<file path="config.mk">
export PLATFORM = sky130hd
export DESIGN_NAME = alu_arbiter
export DESIGN_NICKNAME = d
export VERILOG_FILES = /design/src/rtl/alu_arbiter.sv
export SDC_FILE = /design/constraint.sdc
export NUM_CORES = 1
export LEC_CHECK = 0
export ABC_CLOCK_PERIOD_IN_PS = 5200
export BUFFER_PORTS_ARGS = -buffer_cell sky130_fd_sc_hd__buf_2
export CAP_MARGIN = 5
export CORE_MARGIN = 8
export CORE_UTILIZATION = 45
export DETAILED_ROUTE_END_ITERATION = 12
export GPL_TIMING_DRIVEN = 0
export PLACE_DENSITY_LB_ADDON = 0.2
export SLEW_MARGIN = 20
export SYNTH_ARGS = -nofsm -noshare
export SYNTH_HDL_FRONTEND = slang
export SYNTH_SLANG_ARGS = --single-unit
</file>
<file path="constraint.sdc">
create_clock -name clock -period 5.2 [get_ports clock]
set_input_delay 0.26 -clock clock [delete_from_list [all_inputs] [get_ports clock]]
set_output_delay 0.26 -clock clock [all_outputs]
set_load 0.005 [all_outputs]
</file>
<file path="src/rtl/alu_arbiter.sv">
// alu_arbiter: two-requester round-robin front end for a single shared ALU.
//
// A request is accepted on a rising edge where reqN_valid and reqN_ready are
// both high. Accepted operands enter a stage-1 register. One edge later the
// ALU output and flags are captured on the shared response bus, and the
// matching respN_valid pulses for one cycle. ctrl_stall freezes every
// register and blocks new grants.
//
// Ports:
//   clock, reset                      rising-edge clock, synchronous active-high reset
//   reqN_valid                        request present (N = 0, 1)
//   reqN_operandA/B [31:0]            ALU operands
//   reqN_ALUopcode, reqN_shiftamt [4:0] opcode and shift amount
//   reqN_ready                        grant (combinational)
//   ctrl_stall                        freeze grants and pipeline
//   respN_valid                       response on the bus belongs to requester N
//   resp_data_result [31:0]           registered ALU result
//   resp_isNotEqual/isLessThan/overflow registered ALU flags
//   busy                              an accepted request has not yet been answered

module alu (
  input  logic [31:0] operandA,
  input  logic [31:0] operandB,
  input  logic [4:0]  opcode,
  input  logic [4:0]  shiftAmt,
  output logic [31:0] result,
  output logic        isNotEqual,
  output logic        isLessThan,
  output logic        overflow
);
  logic [31:0] sum;
  logic [31:0] diff;
  logic        addOvf;
  logic        subOvf;

  assign sum    = operandA + operandB;
  assign diff   = operandA - operandB;
  assign addOvf = (operandA[31] == operandB[31]) && (sum[31] != operandA[31]);
  assign subOvf = (operandA[31] != operandB[31]) && (diff[31] != operandA[31]);

  // Comparison flags always come from A - B; the sign corrected by overflow
  // gives a true signed less-than.
  assign isNotEqual = |diff;
  assign isLessThan = diff[31] ^ subOvf;

  // NOTE: every output of a combinational block gets a default first, so no
  // path through the case leaves it unassigned and infers a latch.
  always_comb begin
    result   = '0;
    overflow = 1'b0;
    case (opcode)
      5'd0: begin result = sum;  overflow = addOvf; end
      5'd1: begin result = diff; overflow = subOvf; end
      5'd2: result = operandA & operandB;
      5'd3: result = operandA | operandB;
      5'd4: result = operandA << shiftAmt;
      5'd5: result = $signed(operandA) >>> shiftAmt;
      default: result = '0;
    endcase
  end
endmodule

module alu_arbiter #(
  parameter int FIRST_PRIO = 0
) (
  input  logic        clock,
  input  logic        reset,
  input  logic        req0_valid,
  input  logic [31:0] req0_operandA,
  input  logic [31:0] req0_operandB,
  input  logic [4:0]  req0_ALUopcode,
  input  logic [4:0]  req0_shiftamt,
  output logic        req0_ready,
  input  logic        req1_valid,
  input  logic [31:0] req1_operandA,
  input  logic [31:0] req1_operandB,
  input  logic [4:0]  req1_ALUopcode,
  input  logic [4:0]  req1_shiftamt,
  output logic        req1_ready,
  input  logic        ctrl_stall,
  output logic        resp0_valid,
  output logic        resp1_valid,
  output logic [31:0] resp_data_result,
  output logic        resp_isNotEqual,
  output logic        resp_isLessThan,
  output logic        resp_overflow,
  output logic        busy
);
  // lastGrant names the requester granted most recently; resetting it to the
  // other requester makes FIRST_PRIO win the first tie.
  localparam logic LAST_GRANT_INIT = (FIRST_PRIO == 0);

  logic        lastGrant;
  logic        accept0;
  logic        accept1;
  logic        accept;

  logic        s1Valid;
  logic        s1Id;
  logic [31:0] s1OperandA;
  logic [31:0] s1OperandB;
  logic [4:0]  s1Opcode;
  logic [4:0]  s1ShiftAmt;

  logic [31:0] aluResult;
  logic        aluNotEqual;
  logic        aluLessThan;
  logic        aluOverflow;

  // Grant: a lone request wins immediately; a tie goes to whoever was not
  // granted last. Nothing is granted during reset or stall.
  always_comb begin
    req0_ready = 1'b0;
    req1_ready = 1'b0;
    if (!reset && !ctrl_stall) begin
      if (req0_valid && req1_valid) begin
        req0_ready = lastGrant;
        req1_ready = !lastGrant;
      end else begin
        req0_ready = req0_valid;
        req1_ready = req1_valid;
      end
    end
  end

  assign accept0 = req0_valid && req0_ready;
  assign accept1 = req1_valid && req1_ready;
  assign accept  = accept0 || accept1;

  // NOTE: sequential state uses non-blocking assignments so every register
  // samples the pre-edge values regardless of block ordering.
  always_ff @(posedge clock) begin
    if (reset) begin
      s1Valid   <= 1'b0;
      lastGrant <= LAST_GRANT_INIT;
    end else if (!ctrl_stall) begin
      s1Valid <= accept;
      if (accept) lastGrant <= accept1;
    end
  end

  // NOTE: the stage-1 payload is deliberately not reset; it is only consumed
  // when s1Valid is set, so clearing it would add reset fan-out for nothing.
  always_ff @(posedge clock) begin
    if (accept) begin
      s1Id       <= accept1;
      s1OperandA <= accept1 ? req1_operandA  : req0_operandA;
      s1OperandB <= accept1 ? req1_operandB  : req0_operandB;
      s1Opcode   <= accept1 ? req1_ALUopcode : req0_ALUopcode;
      s1ShiftAmt <= accept1 ? req1_shiftamt  : req0_shiftamt;
    end
  end

  alu aluInst (
    .operandA   (s1OperandA),
    .operandB   (s1OperandB),
    .opcode     (s1Opcode),
    .shiftAmt   (s1ShiftAmt),
    .result     (aluResult),
    .isNotEqual (aluNotEqual),
    .isLessThan (aluLessThan),
    .overflow   (aluOverflow)
  );

  // Stage 2 is the response bus itself. The data only loads with a new
  // result, so it holds its last value between responses.
  always_ff @(posedge clock) begin
    if (reset) begin
      resp0_valid      <= 1'b0;
      resp1_valid      <= 1'b0;
      resp_data_result <= '0;
      resp_isNotEqual  <= 1'b0;
      resp_isLessThan  <= 1'b0;
      resp_overflow    <= 1'b0;
    end else if (!ctrl_stall) begin
      resp0_valid <= s1Valid && !s1Id;
      resp1_valid <= s1Valid && s1Id;
      if (s1Valid) begin
        resp_data_result <= aluResult;
        resp_isNotEqual  <= aluNotEqual;
        resp_isLessThan  <= aluLessThan;
        resp_overflow    <= aluOverflow;
      end
    end
  end

  assign busy = s1Valid || resp0_valid || resp1_valid;
endmodule

</file>
* Word-level counts from Yosys, hierarchy flattened
Index checks and enable logic that the tools add are counted.
Storage, ports and cells: memories 0, ROM bits 0, bits in writable memories 0, bits in latches 0, flip-flop bits (word level) 114, bits of input ports 153, word-level logic and storage cells 59
Cells by class: shifts and indexed selects 2, mux-type cells 10, multiply operators 0, bitwise logic cells 4, reduce and logical (&&, ||, !) cells 19, eq/ne operators 9, divide/modulo/power cells 0, $add $sub $neg 2, magnitude comparators 0
Operators with widths (count):
- $pmux W32 S6 | 1
- $mux W32 | 2
- $add A32 B32 Y32 | 1
- $and A32 B32 Y32 | 1
- $or A32 B32 Y32 | 1
- $reduce_or A32 Y1 | 1
- $shl A32 B5 Y32 | 1
- $sshr A32 B5 Y32 | 1
- $sub A32 B32 Y32 | 1
- $eq A5 B2 Y1 const B | 2
- $eq A5 B3 Y1 const B | 2
- $mux W5 | 2
- $logic_and A1 B1 Y1 | 8
- $eq A5 B1 Y1 const B | 1
- $logic_not A5 Y1 | 1
- $logic_not A1 Y1 | 4
- $mux W1 | 4
- $reduce_and A2 Y1 | 2
- $logic_or A1 B1 Y1 | 3
- $ne A1 B1 Y1 | 3
- $pmux W1 S2 | 1
- $eq A1 B1 Y1 | 1
- $not A1 Y1 | 1
- $xor A1 B1 Y1 | 1

* Longest topological paths before layout
depth after elaboration 6, mapped depth 21, mapped depth without buffers 20

* Modules after synthesis
Synthesis repeated with hierarchy kept, for this count alone.
Second synthesis, totals: cells, all modules 1603, area, all modules 13593.0 um^2
By module, submodules not included:
- alu | cells an instance 1269, instances 1, area an instance 8899.8 um^2
- alu_arbiter | cells an instance 334, instances 1, area an instance 4693.3 um^2

* Worst setup path before layout
No wires, ideal clock.
path type reg-to-reg, start point register s1OperandA[1], end point register resp_isNotEqual, path slack 584 ps, clock period less this slack 4616 ps, buffers on the path 0, data arrival time 4484 ps, data required time 5069 ps, stages on the path, launching flop included 21, cells stage by stage edfxtp_1 -> inv_1 -> ha_1 -> nor2_1 -> o311ai_2 -> a2111oi_4 -> a211o_1 -> a2111oi_4 -> o32ai_1 -> o41ai_2 -> o21bai_1 -> a21oi_1 -> fa_1 -> nand2_1 -> nor4_1 -> nand3_1 -> nor4_1 -> nand4_1 -> or4_1 -> nor4_1 -> nor3_1
Between the ends: cells in the longest elaborated chain, start to end 2
RTL lines:
- from (decl) | line 100 | logic [31:0] s1OperandA;
- from (signal assigned) | line 147 | s1OperandA <= accept1 ? req1_operandA : req0_operandA;
- $sub A32 B32 Y32 | line 37 | assign diff = operandA - operandB;
- $reduce_or A32 Y1 | line 43 | assign isNotEqual = |diff;
- to (signal assigned) | line 180 | resp_isNotEqual <= aluNotEqual;
- to (decl) | line 84 | output logic resp_isNotEqual,
No other way between the ends. A chain may end at the register's enable or synchronous reset.

* Final worst setup path
start point register s1OperandA[2], end point register resp_isNotEqual
The elaborated chain is that of the path after synthesis.

==> metrics.yaml <==
status: "complete, but fails checks"
violations: "negative setup slack"
wire_per_inst_um: 28.9
cts-root-buf: "clkbuf_16"
final_common_cell: "buf_2"
ff2ff_path_depth: 22
numCtsBuffers: 17
slew_headroom: 0.258
whs_path_depth: 2
ys_types: 79
synth_async_sr_flop_share: 0
rsz0062_at_grt: "yes"
dieArea_um2: 35600
n_antenna_cell: 0
crit_path_end_kind: "flip-flop"
design_area_um2: 16200
worst_pin_slew_ns: 1.11
antenna_found_initial: 2
ys_ff_latch: 114
final_net_count: 2123
drtIter0Drc: 2168
required_ns: 5.52
wl_met2_um: 28000
viasPerCell: 6.61
grt_pass1_wl_um: 95300
fp.coreArea_um2: 29500
fp.dieW_um: 189
synth_top_area_cell: "edfxtp_1"
hold_viol_final: 0
drv_slew: 0
nFillCells: 2810
cp-start-kind: "flip-flop"
rows: 63
maxCapViolations: 0
clk_latency_ns: 0.46
drt_wl_total_um: 65500
placed_area_um2: 14900
grt_overflow: 0
initial_utilization: 0.455
ir_drop_v: 0.000251
final-instance-count-excl-fill: 2266
finalPower_mw: 3.51
cpPeakStageDelay_ns: 0.59
setup_slack_ns: -0.143
setup_viol: 1
first_pass_iters: 7
cp_top_family: "simple AND/OR/NAND/NOR gates"
clock-sinks: 114
fin_crit_ns: 5.34
cp_max_fo: 7
portBuffers: 191
drive_gt1_frac: 0.264
die_y_um: 189
synthCells: 1591
cts.clk_slew.worst_paths_ns: 0.07
hold_class: "in -> reg"
cp_slowest_cell: "fa_2"
vias: 14986
dp_hpwl_um: 50500
syn_nets: 1851
dr.max_layer_used: "met5"
period_share: 1.03
cts_tree: "yes"
antenna_left: 0
path_class: "reg -> reg"
avgSynthCellArea_um2: 8.43
ys.flop_type: "edfxtp_1"
htree_levels: 4
post-place-ws_ns: -1.45
route.met3.wl_um: 7270
crit_cells: 22
cellLeakagePower_nw: 6.70
fin_util: 0.551
critPathArrivalTime_ns: 5.66
cts_hold_buf: 0
wl_met1_um: 26700
grt_max_degree: 55
path_cells: "inv_2, ha_1, buf_6, nand2b_4, o311ai_4, a2111oi_4, a211o_1, a2111oi_4, buf_4, o32ai_4, o41ai_4, o21bai_2, a21oi_2, fa_2, nand2_2, nor4_4, nand3_2, nor4_2, nand4_1, or4_4, nor4_4, nor3_1"
synthTopCellsByArea: "edfxtp_1, ha_1, mux4_2, mux2_2, dfxtp_1"
route.detailed.drc: 0
synth_top_cell_area_share: 0.168
gp_congestion: 1.06
boundaryPins: 193
synth_edf_count: 75
synth_area_um2: 13400
fin_skew_ns: 0.0121
grtUsageTotal: 0.358
layout_common_cells: "buf_2, nor2_1, a21oi_1"
powerDensity_nw_per_um2: 216
yosysWarnings: 0
fmax_ghz: 0.187
cp.buffers_inverters: 3
clockBufferDepth: 2
ys_seq_area_frac: 0.226
grt_pass1_vias: 14270
synthToLayoutAreaGrowth_pct: 21.0
dp.cells: 2175
## layer usage
metal | global-route usage | vias to the layer above
met5 | 0 | -
met4 | 0.167 | 4
met3 | 0.102 | 193
met2 | 0.532 | 1077
met1 | 0.473 | 7258
li1 | - | 6454
## path summary, 6_finish.rpt
check / slack (ns) / endpoint / start
max reg2reg: -0.14 / resp_isNotEqual / s1OperandA[2]
min reg2reg: 0.46 / resp_data_result[15] / resp_data_result[15]
min: 0.09 / s1OperandB[20] / req0_operandB[20]
max: -0.14 / resp_isNotEqual / s1OperandA[2]
## per-stage QoR
| step | setup TNS, ns | hold WS (ns) |
|---|---|---|
| 6_report | -0.143 | 0.0940 |
| 5_1_grt | -0.277 | 0.0929 |
| 4_1_cts | -0.227 | 0.0835 |
| 3_5_place_dp | -1.45 | 0.450 |
| 3_3_place_gp | -1.48 | 0.442 |
| 2_1_floorplan | 0 | 0.399 |
## power breakdown
part,internal [mW],switching [mW]
clock,0.770,0.500
combinational,0.446,0.735
sequential,1.01,0.0491
total,2.22,1.28
## worst register-to-register path, cell delays in order (launching register included)
cell and delay, ns:
edfxtp_1 0.49, inv_2 0.10, ha_1 0.24, buf_6 0.15, nand2b_4 0.08, o311ai_4 0.11, a2111oi_4 0.41, a211o_1 0.33
a2111oi_4 0.11, buf_4 0.18, o32ai_4 0.36, o41ai_4 0.13, o21bai_2 0.18, a21oi_2 0.10, fa_2 0.59, nand2_2 0.08
nor4_4 0.24, nand3_2 0.14, nor4_2 0.15, nand4_1 0.12, or4_4 0.55, nor4_4 0.31, nor3_1 0.08
## logic make-up after synthesis
kind of cell	share of synthesized area
AOI/OAI and AO/OA	0.235
muxes	0.197
adders and majority gates	0.101
and+or+nand+nor	0.155
buffers and inverters	0.0623
xor gates and xnor gates	0.0235
DFF	0.226
## area by class of cell
cell class	count	area [um2]	area share
inverter	103	387	0.0238
clock inverter	14	178	0.0109
buffer	111	443	0.0273
clock buffer	18	439	0.0271
sequential	114	3030	0.187
multi-input combinational	1260	9790	0.603
timing repair buffer	256	1470	0.0908
tap	390	488	0.0301
## cells in the mapped netlist (9+ instances only)
| cell type | count |
|---|---|
| edfxtp_1 | 75 |
| a222oi_1 | 17 |
| a21oi_1 | 153 |
| a211o_1 | 13 |
| o31ai_1 | 13 |
| mux4_2 | 55 |
| nor2_1 | 194 |
| a211oi_1 | 16 |
| mux2i_1 | 49 |
| buf_2 | 11 |
| nand2b_1 | 13 |
| nor2b_1 | 20 |
| dfxtp_1 | 39 |
| mux2_2 | 81 |
| a21o_1 | 21 |
| xnor2_1 | 26 |
| nor3_1 | 35 |
| o211ai_1 | 26 |
| ha_1 | 104 |
| o221ai_1 | 10 |
| buf_1 | 17 |
| o21ai_0 | 91 |
| nor4_1 | 14 |
| xor2_1 | 10 |
| clkbuf_1 | 85 |
| or3_1 | 9 |
| nand2_1 | 103 |
| inv_1 | 99 |
| a31oi_1 | 11 |
| nand3_1 | 27 |
| a22oi_1 | 18 |
| o21bai_1 | 10 |
## state kept, by name, summed over array words and instances (netlist names)
name,flops
s1Opcode,5
s1Id,1
resp_data_result,32
resp0_valid,1
resp_overflow,1
resp_isLessThan,1
resp_isNotEqual,1
s1ShiftAmt,5
lastGrant,1
s1OperandB,32
s1OperandA,32
resp1_valid,1
s1Valid,1
## what timing repair did
item,in CTS,in global routing
endpoints found under the hold margin,0,0
buffers inserted,50,12
pin swaps,14,18
setup endpoints to repair,1,8
resized for setup,24,28
cloned,0,0
(Power assumes the default switching activity.)
